**config.mk**
```make
export PLATFORM = sky130hd
export DESIGN_NAME = cell_core_issue_flat
export DESIGN_NICKNAME = d
export VERILOG_FILES = /design/src/rtl/cell_core_issue_if.sv /design/src/rtl/cell_core_issue.sv /design/src/flat_wrapper.sv
export SDC_FILE = /design/constraint.sdc
export NUM_CORES = 2
export LEC_CHECK = 0
export BUFFER_PORTS_ARGS = -buffer_cell sky130_fd_sc_hd__buf_4
export CORE_MARGIN = 2
export CORE_UTILIZATION = 40
export DETAILED_ROUTE_END_ITERATION = 8
export SYNTH_ARGS = -nofsm -noshare
export SYNTH_HDL_FRONTEND = slang
export SYNTH_SLANG_ARGS = --single-unit
```
**constraint.sdc**
```tcl
create_clock -name clk -period 26.4 [get_ports clk]
set_input_delay 5.28 -clock clk [delete_from_list [all_inputs] [get_ports clk]]
set_output_delay 5.28 -clock clk [all_outputs]
set_load 0.02 [all_outputs]
```
**src/rtl/cell_core_issue_if.sv**
```systemverilog
// ---------------------------------------------------------------------------
// cell_core_issue_if
// Instruction handshake channel into the cell core issue stage.
//   instr_valid  producer -> stage   instruction word present
//   instr        producer -> stage   16-bit instruction word
//   instr_ready  stage -> producer   stage can accept this cycle
// master: the instruction producer; slave: the issue stage.
// ---------------------------------------------------------------------------
interface cell_core_issue_if;
   logic        instr_valid;
   logic        instr_ready;
   logic [15:0] instr;

   modport master (
      output instr_valid,
      output instr,
      input  instr_ready
   );

   modport slave (
      input  instr_valid,
      input  instr,
      output instr_ready
   );
endinterface

```
**src/rtl/cell_core_issue.sv**
```systemverilog
// ---------------------------------------------------------------------------
// cell_core_issue
// Issue and writeback stage of a cell core. Accepts 16-bit instructions,
// reads the register file (with forwarding of the in-flight result), drives
// the external cell ALU from execute registers and writes the ALU result back
// on the following edge. Also owns the host configuration write port, the
// retire counter and a sticky illegal-opcode flag.
// Ports:
//   clk, rst              clock (rising edge), async active-high reset
//   instr_if (slave)      instr_valid / instr / instr_ready handshake
//   alu_opcode            execute opcode to the ALU
//   alu_immediate         raw 8-bit immediate (ALU sign-extends)
//   alu_first_operand     rs1 value
//   alu_second_operand    rs2 value
//   alu_result            combinational ALU result for the execute slot
//   cfg_we/addr/wdata     host register write (blocks instruction accept)
//   cell_state            registered copy of r[STATE_REG]
//   retire                one-cycle pulse per retired instruction
//   retired_count         16-bit wrapping retire counter
//   illegal_op            sticky flag: undefined opcode retired
// Opcode map: LI=0 ADD=1 SUB=2 AND=3 OR=4 NOR=5 SEQ=6 SLT=7 MUL=8 SHR=9
// FMUL=A; B..F are undefined.
// ---------------------------------------------------------------------------
module cell_core_issue #(
   parameter int REGISTER_LENGTH = 32,
   parameter int NUM_REGISTERS   = 16,
   parameter int STATE_REG       = 1
) (
   input  logic                       clk,
   input  logic                       rst,
   cell_core_issue_if.slave           instr_if,
   output logic [3:0]                 alu_opcode,
   output logic [7:0]                 alu_immediate,
   output logic [REGISTER_LENGTH-1:0] alu_first_operand,
   output logic [REGISTER_LENGTH-1:0] alu_second_operand,
   input  logic [REGISTER_LENGTH-1:0] alu_result,
   input  logic                       cfg_we,
   input  logic [3:0]                 cfg_addr,
   input  logic [REGISTER_LENGTH-1:0] cfg_wdata,
   output logic [REGISTER_LENGTH-1:0] cell_state,
   output logic                       retire,
   output logic [15:0]                retired_count,
   output logic                       illegal_op
);

   localparam logic [3:0] STATE_ADDR = 4'(STATE_REG);

   // True for every opcode the ALU implements.
   function automatic logic op_defined(input logic [3:0] op);
      logic def;
      case (op)
         4'h0, 4'h1, 4'h2, 4'h3, 4'h4, 4'h5,
         4'h6, 4'h7, 4'h8, 4'h9, 4'hA: def = 1'b1;
         default:                      def = 1'b0;
      endcase
      return def;
   endfunction

   // Register file and execute-stage registers
   logic [REGISTER_LENGTH-1:0] rf_q [NUM_REGISTERS];
   logic                       e_valid_q;
   logic [3:0]                 e_opcode_q;
   logic [3:0]                 e_rd_q;
   logic [7:0]                 e_imm_q;
   logic [REGISTER_LENGTH-1:0] e_a_q;
   logic [REGISTER_LENGTH-1:0] e_b_q;
   logic [REGISTER_LENGTH-1:0] cell_state_q;
   logic [REGISTER_LENGTH-1:0] cell_state_d;
   logic                       retire_q;
   logic [15:0]                retired_count_q;
   logic                       illegal_q;

   // Combinational decode / control
   logic                       accept_s;
   logic                       wb_en_s;
   logic                       host_en_s;
   logic [3:0]                 rs1_s;
   logic [3:0]                 rs2_s;
   logic [REGISTER_LENGTH-1:0] rs1_val_s;
   logic [REGISTER_LENGTH-1:0] rs2_val_s;

   assign instr_if.instr_ready = !cfg_we;
   assign accept_s = instr_if.instr_valid && !cfg_we;
   assign rs1_s    = instr_if.instr[7:4];
   assign rs2_s    = instr_if.instr[3:0];

   // A writing execute slot is both the writeback enable and the forward source.
   assign wb_en_s   = e_valid_q && op_defined(e_opcode_q) && (e_rd_q != 4'd0);
   // Writeback takes priority over a host write to the same register.
   assign host_en_s = cfg_we && (cfg_addr != 4'd0) && !(wb_en_s && (e_rd_q == cfg_addr));

   // Operand read: r0 is zero, in-flight result is forwarded, else register file.
   always_comb begin
      rs1_val_s = '0;
      rs2_val_s = '0;
      if (rs1_s == 4'd0) begin
         rs1_val_s = '0;
      end else if (wb_en_s && (e_rd_q == rs1_s)) begin
         rs1_val_s = alu_result;
      end else begin
         rs1_val_s = rf_q[rs1_s];
      end
      if (rs2_s == 4'd0) begin
         rs2_val_s = '0;
      end else if (wb_en_s && (e_rd_q == rs2_s)) begin
         rs2_val_s = alu_result;
      end else begin
         rs2_val_s = rf_q[rs2_s];
      end
   end

   // Next cell state: tracks whatever lands in r[STATE_REG] this edge.
   always_comb begin
      cell_state_d = cell_state_q;
      if (wb_en_s && (e_rd_q == STATE_ADDR)) begin
         cell_state_d = alu_result;
      end else if (host_en_s && (cfg_addr == STATE_ADDR)) begin
         cell_state_d = cfg_wdata;
      end else begin
         cell_state_d = cell_state_q;
      end
   end

   // Execute registers: load on accept; operands/opcode hold while idle.
   always_ff @(posedge clk or posedge rst) begin
      if (rst) begin
         e_valid_q  <= 1'b0;
         e_opcode_q <= 4'd0;
         e_rd_q     <= 4'd0;
         e_imm_q    <= 8'd0;
         e_a_q      <= '0;
         e_b_q      <= '0;
      end else begin
         e_valid_q <= accept_s;
         if (accept_s) begin
            e_opcode_q <= instr_if.instr[15:12];
            e_rd_q     <= instr_if.instr[11:8];
            e_imm_q    <= instr_if.instr[7:0];
            e_a_q      <= rs1_val_s;
            e_b_q      <= rs2_val_s;
         end else begin
            e_opcode_q <= e_opcode_q;
            e_rd_q     <= e_rd_q;
            e_imm_q    <= e_imm_q;
            e_a_q      <= e_a_q;
            e_b_q      <= e_b_q;
         end
      end
   end

   // Register file writes (host and writeback) plus the cell state mirror.
   always_ff @(posedge clk or posedge rst) begin
      if (rst) begin
         for (int i = 0; i < NUM_REGISTERS; i++) begin
            rf_q[i] <= '0;
         end
         cell_state_q <= '0;
      end else begin
         if (host_en_s) begin
            rf_q[cfg_addr] <= cfg_wdata;
         end
         if (wb_en_s) begin
            rf_q[e_rd_q] <= alu_result;
         end
         cell_state_q <= cell_state_d;
      end
   end

   // Retire pulse, retire counter and sticky illegal-opcode flag.
   always_ff @(posedge clk or posedge rst) begin
      if (rst) begin
         retire_q        <= 1'b0;
         retired_count_q <= 16'd0;
         illegal_q       <= 1'b0;
      end else begin
         retire_q <= e_valid_q;
         if (e_valid_q) begin
            retired_count_q <= retired_count_q + 16'd1;
         end else begin
            retired_count_q <= retired_count_q;
         end
         if (e_valid_q && !op_defined(e_opcode_q)) begin
            illegal_q <= 1'b1;
         end else begin
            illegal_q <= illegal_q;
         end
      end
   end

   assign alu_opcode         = e_opcode_q;
   assign alu_immediate      = e_imm_q;
   assign alu_first_operand  = e_a_q;
   assign alu_second_operand = e_b_q;
   assign cell_state         = cell_state_q;
   assign retire             = retire_q;
   assign retired_count      = retired_count_q;
   assign illegal_op         = illegal_q;

endmodule

```
**src/flat_wrapper.sv**
```systemverilog
// flat-port wrapper written by rule: the top's interface ports become plain ports
module cell_core_issue_flat 
#(
   parameter int REGISTER_LENGTH = 32,
   parameter int NUM_REGISTERS   = 16,
   parameter int STATE_REG       = 1
)
  (clk, rst, alu_opcode, alu_immediate, alu_first_operand, alu_second_operand, alu_result, cfg_we, cfg_addr, cfg_wdata, cell_state, retire, retired_count, illegal_op, instr_if_instr_valid, instr_if_instr, instr_if_instr_ready);
  cell_core_issue_if instr_if_i ();
  input  logic clk;
  input  logic rst;
  output logic [3:0] alu_opcode;
  output logic [7:0] alu_immediate;
  output logic [REGISTER_LENGTH-1:0] alu_first_operand;
  output logic [REGISTER_LENGTH-1:0] alu_second_operand;
  input  logic [REGISTER_LENGTH-1:0] alu_result;
  input  logic cfg_we;
  input  logic [3:0] cfg_addr;
  input  logic [REGISTER_LENGTH-1:0] cfg_wdata;
  output logic [REGISTER_LENGTH-1:0] cell_state;
  output logic retire;
  output logic [15:0] retired_count;
  output logic illegal_op;
  input wire logic [$bits(instr_if_i.instr_valid)-1:0] instr_if_instr_valid;
  input wire logic [$bits(instr_if_i.instr)-1:0] instr_if_instr;
  output wire logic [$bits(instr_if_i.instr_ready)-1:0] instr_if_instr_ready;
  assign instr_if_i.instr_valid = instr_if_instr_valid;
  assign instr_if_i.instr = instr_if_instr;
  assign instr_if_instr_ready = instr_if_i.instr_ready;
  cell_core_issue #(.REGISTER_LENGTH(REGISTER_LENGTH), .NUM_REGISTERS(NUM_REGISTERS), .STATE_REG(STATE_REG)) u_core (.clk(clk), .rst(rst), .instr_if(instr_if_i), .alu_opcode(alu_opcode), .alu_immediate(alu_immediate), .alu_first_operand(alu_first_operand), .alu_second_operand(alu_second_operand), .alu_result(alu_result), .cfg_we(cfg_we), .cfg_addr(cfg_addr), .cfg_wdata(cfg_wdata), .cell_state(cell_state), .retire(retire), .retired_count(retired_count), .illegal_op(illegal_op));
endmodule
```
==> results.md <==
- # nets final: 3505
- Clk buf depth: 3
- # rows: 109
- Fmax: 87.9 MHz
- Seq/Total Area, Yosys: 45.3%
- Skew-Pair Late Insertion Delay: 630 ps
- CTS tree: built
- Share of layout cells above drive strength 1: 20.5%
- Worst path cell trace: buf_4, inv_1, buf_4
- Worst Hold Class: flop to flop
- VDD IR max: 0.0395 mV
- Buf/Inv on CP: 3
- Area added between synthesis and finish: 12.9%
- Net switching power: 1150 uW
- Clock root cell: clkbuf_16
- Synth Cell Area: 35500 um2
- RD Place Congestion: 0.807
- Slew Limit Fails: 0
- FFs w/ async S/R, synth: 100%
- DR vias/cell: 6.57
- Slowest cell on the critical path: buf_4
- RSZ-0062 raised after global routing: false
- Int Power: 2470 uW
- Final min period: 11380 ps
- IO Pins: 215
- Sw Share: 31.7%
- RR Endpoint: u_core.rf_q[433]$_DFF_PP0_
- LEAKAGE: 0.0171 uW
- All-Layer GR Usage: 29.8%
- Number of global-route vias before repair: 29700
- Top_reg_cell synth: dfrtp_1
- Crit Reg-Reg Startpoint: u_core.e_rd_q[1]$_DFFE_PP0P_
- Post-synth EDFFs: 0
- PD cells: 90.2 nW/um2
- Fill cells: 8219
- Final Skew: 27.0 ps
- Cells after Synth: 3480
- Status: complete, no violations
- Die H: 302 um
- Hold slack final: 394 ps
- CP top delay family: buffers and inverters
- #FFs+latches synth: 643
- Initial core utilization: 40.3%
- Part of the power in registers: 42.6%
- Critical path fanouts, max: 38
- WS Path Type: input pin to primary output
- Part of the cycle the worst path needs: 43.1%
- Synth cell types: 45
- Placeable Area: 88200 um2
- Post-CTS Setup Repair Bufs: 0
- Vias: 30400
- Worst path depth: 3
- Number of max-cap violations: 0
- Total negative setup slack: 0 ps
- Clock share of power: 29.2%
- Initial DRC count: 4077
- Worst reg2reg path depth: 7
- Warnings, synthesis: 0
- Resized cells post-CTS: 0
- Clk pin slew, worst setup/hold paths: 60 ps
- Most used cell, CP: buf_4
- Largest stage delay on the critical path: 540 ps
- Drt pass-1 iters: 8
- Die Wd: 302 um
- ANT nets after route: 0
- Slew HR: 21.2%
- Worst slack at placement: 15070 ps
- Combinational power share: 28.2%
- DIE AREA: 91200 um2
- CTS H-tree depth: 3
- Mean post-synth cell area: 10.2 um2
- Flop2flop setup slack: 22650 ps
- DRC: 0
- Global-route wire length before repair: 201000 um
- Largest net degree at the start of global routing: 156
- Crit path from: cfg_we
- Worst setup path endpoint: instr_if_instr_ready
- Overall power: 3620 uW
- Utilization after layout: 45.4%
- Overflow after GRT: 0
- Finish-stage setup viols: 0
- Port Buffers: 214
- Tightest Pin Transition: 1180 ps
- Startpoint Class: input pin
- Critical Path End Type: primary output
- Worst path required time: 21120 ps
- Wire per inst: 29.6 um
- Fin worst setup slack: 15020 ps
- Final hold violation count: 0
- CTS buffer count: 73
- Clock sink total: 643
- Post-synth net total: 3569
- Initial antenna violation count: 3
- Drt total wl: 137000 um
- Hold-fix buffers, CTS: 0
- Dpl hpwl: 74400 um
- Worst endpoint data arrival time: 6100 ps
cells in the mapped netlist, types with 7 or more instances:
| cell type | number | share of area (%) |
|---|---|---|
| buf_4 | 15 | 0.32 |
| nand2_1 | 155 | 1.6 |
| a221o_1 | 64 | 1.8 |
| nor2b_1 | 8 | 0.14 |
| mux4_2 | 256 | 16 |
| a21oi_1 | 608 | 8.6 |
| clkbuf_1 | 250 | 2.6 |
| o21ai_2 | 10 | 0.25 |
| a22oi_1 | 572 | 12 |
| buf_2 | 116 | 1.6 |
| nand3_1 | 11 | 0.15 |
| buf_1 | 45 | 0.48 |
| xnor2_1 | 22 | 0.54 |
| nand4_1 | 9 | 0.16 |
| dfrtp_1 | 643 | 45 |
| nor2_1 | 633 | 6.7 |
| o21ai_1 | 7 | 0.099 |
state kept, by name (all words and copies together) (netlist names), 4 cells and up:
name                       count
u_core.retired_count          16
u_core.alu_immediate           8
u_core.cell_state             32
u_core.alu_first_operand      32
u_core.alu_opcode              4
u_core.rf_q                  512
u_core.alu_second_operand     32
u_core.e_rd_q                  4
per-stage QoR:
step / std cells / area [um2]
6_report: 4633 / 40100
5_1_grt: 4633 / 40100
4_1_cts: 4632 / 40100
3_5_place_dp: 4506 / 37700
3_3_place_gp: 4506 / 37700
2_1_floorplan: 3480 / 35500
cell usage in the layout (no fill, tap or decap), types with 18 or more instances in the layout:
master and count:
a21oi_1 608, a221o_1 64, a22oi_1 572, buf_4 282, clkbuf_16 76, dfrtp_1 643, mux4_2 256, nand2_1 147
nor2_1 631, o21ai_4 18, xnor2_1 22
how the worst min path moves through the flow:
stage                                     from                         end  slack (ps)  depth (start not counted)
floorplan           u_core.e_valid_q$_DFF_PP0_     u_core.retire$_DFF_PP0_         350                          0
global placement    u_core.rf_q[489]$_DFF_PP0_  u_core.rf_q[489]$_DFF_PP0_         380                          0
detailed placement  u_core.rf_q[491]$_DFF_PP0_  u_core.rf_q[491]$_DFF_PP0_         380                          0
CTS                 u_core.rf_q[491]$_DFF_PP0_  u_core.rf_q[491]$_DFF_PP0_         400                          0
global route        u_core.rf_q[481]$_DFF_PP0_  u_core.rf_q[481]$_DFF_PP0_         410                          0
finish              u_core.rf_q[495]$_DFF_PP0_  u_core.rf_q[495]$_DFF_PP0_         390                          0
power by group through the flow:
stage	clock network, uW	logic [uW]	registers, uW
after floorplan	0	701	1530
after global placement	0	999	1530
after detailed placement	0	1020	1540
after CTS	1060	1020	1530
after global routing	1100	1100	1580
final	1060	1020	1540
kinds of logic after synthesis:
group | count (synthesis) | synth area share [%]
simple gates | 839 | 9.22
compound gates | 1278 | 23.3
mux | 259 | 16.3
xor+xnor | 27 | 0.666
buf+inv | 433 | 5.14
flops | 643 | 45.3
fa+ha+maj | 1 | 0.0352
worst register-to-register path: cells and delay by family, from the launching register on:
kind / cells / cell delay, ps
buf+inv: 2 / 1760
compound gates: 5 / 1340
flops: 1 / 580
per-layer routing:
metal / track usage [%] / routed length (um)
met5: 0 / 12
met1: 40.8 / 53900
met3: 6.65 / 15300
met4: 12.9 / 5920
met2: 45.6 / 61800
layout make-up:
cell class / instances / area [um2] / area share, %
antenna: 1 / 2.50 / 0.00624
clock buffer: 107 / 2190 / 5.46
clock inverter: 19 / 239 / 0.596
inverter: 7 / 33.8 / 0.0843
multi-input combinational: 2404 / 17900 / 44.6
sequential: 643 / 16100 / 40.1
tap: 1165 / 1460 / 3.64
timing repair buffer: 287 / 2190 / 5.46
Note: power is estimated with default switching activity, not from simulation.
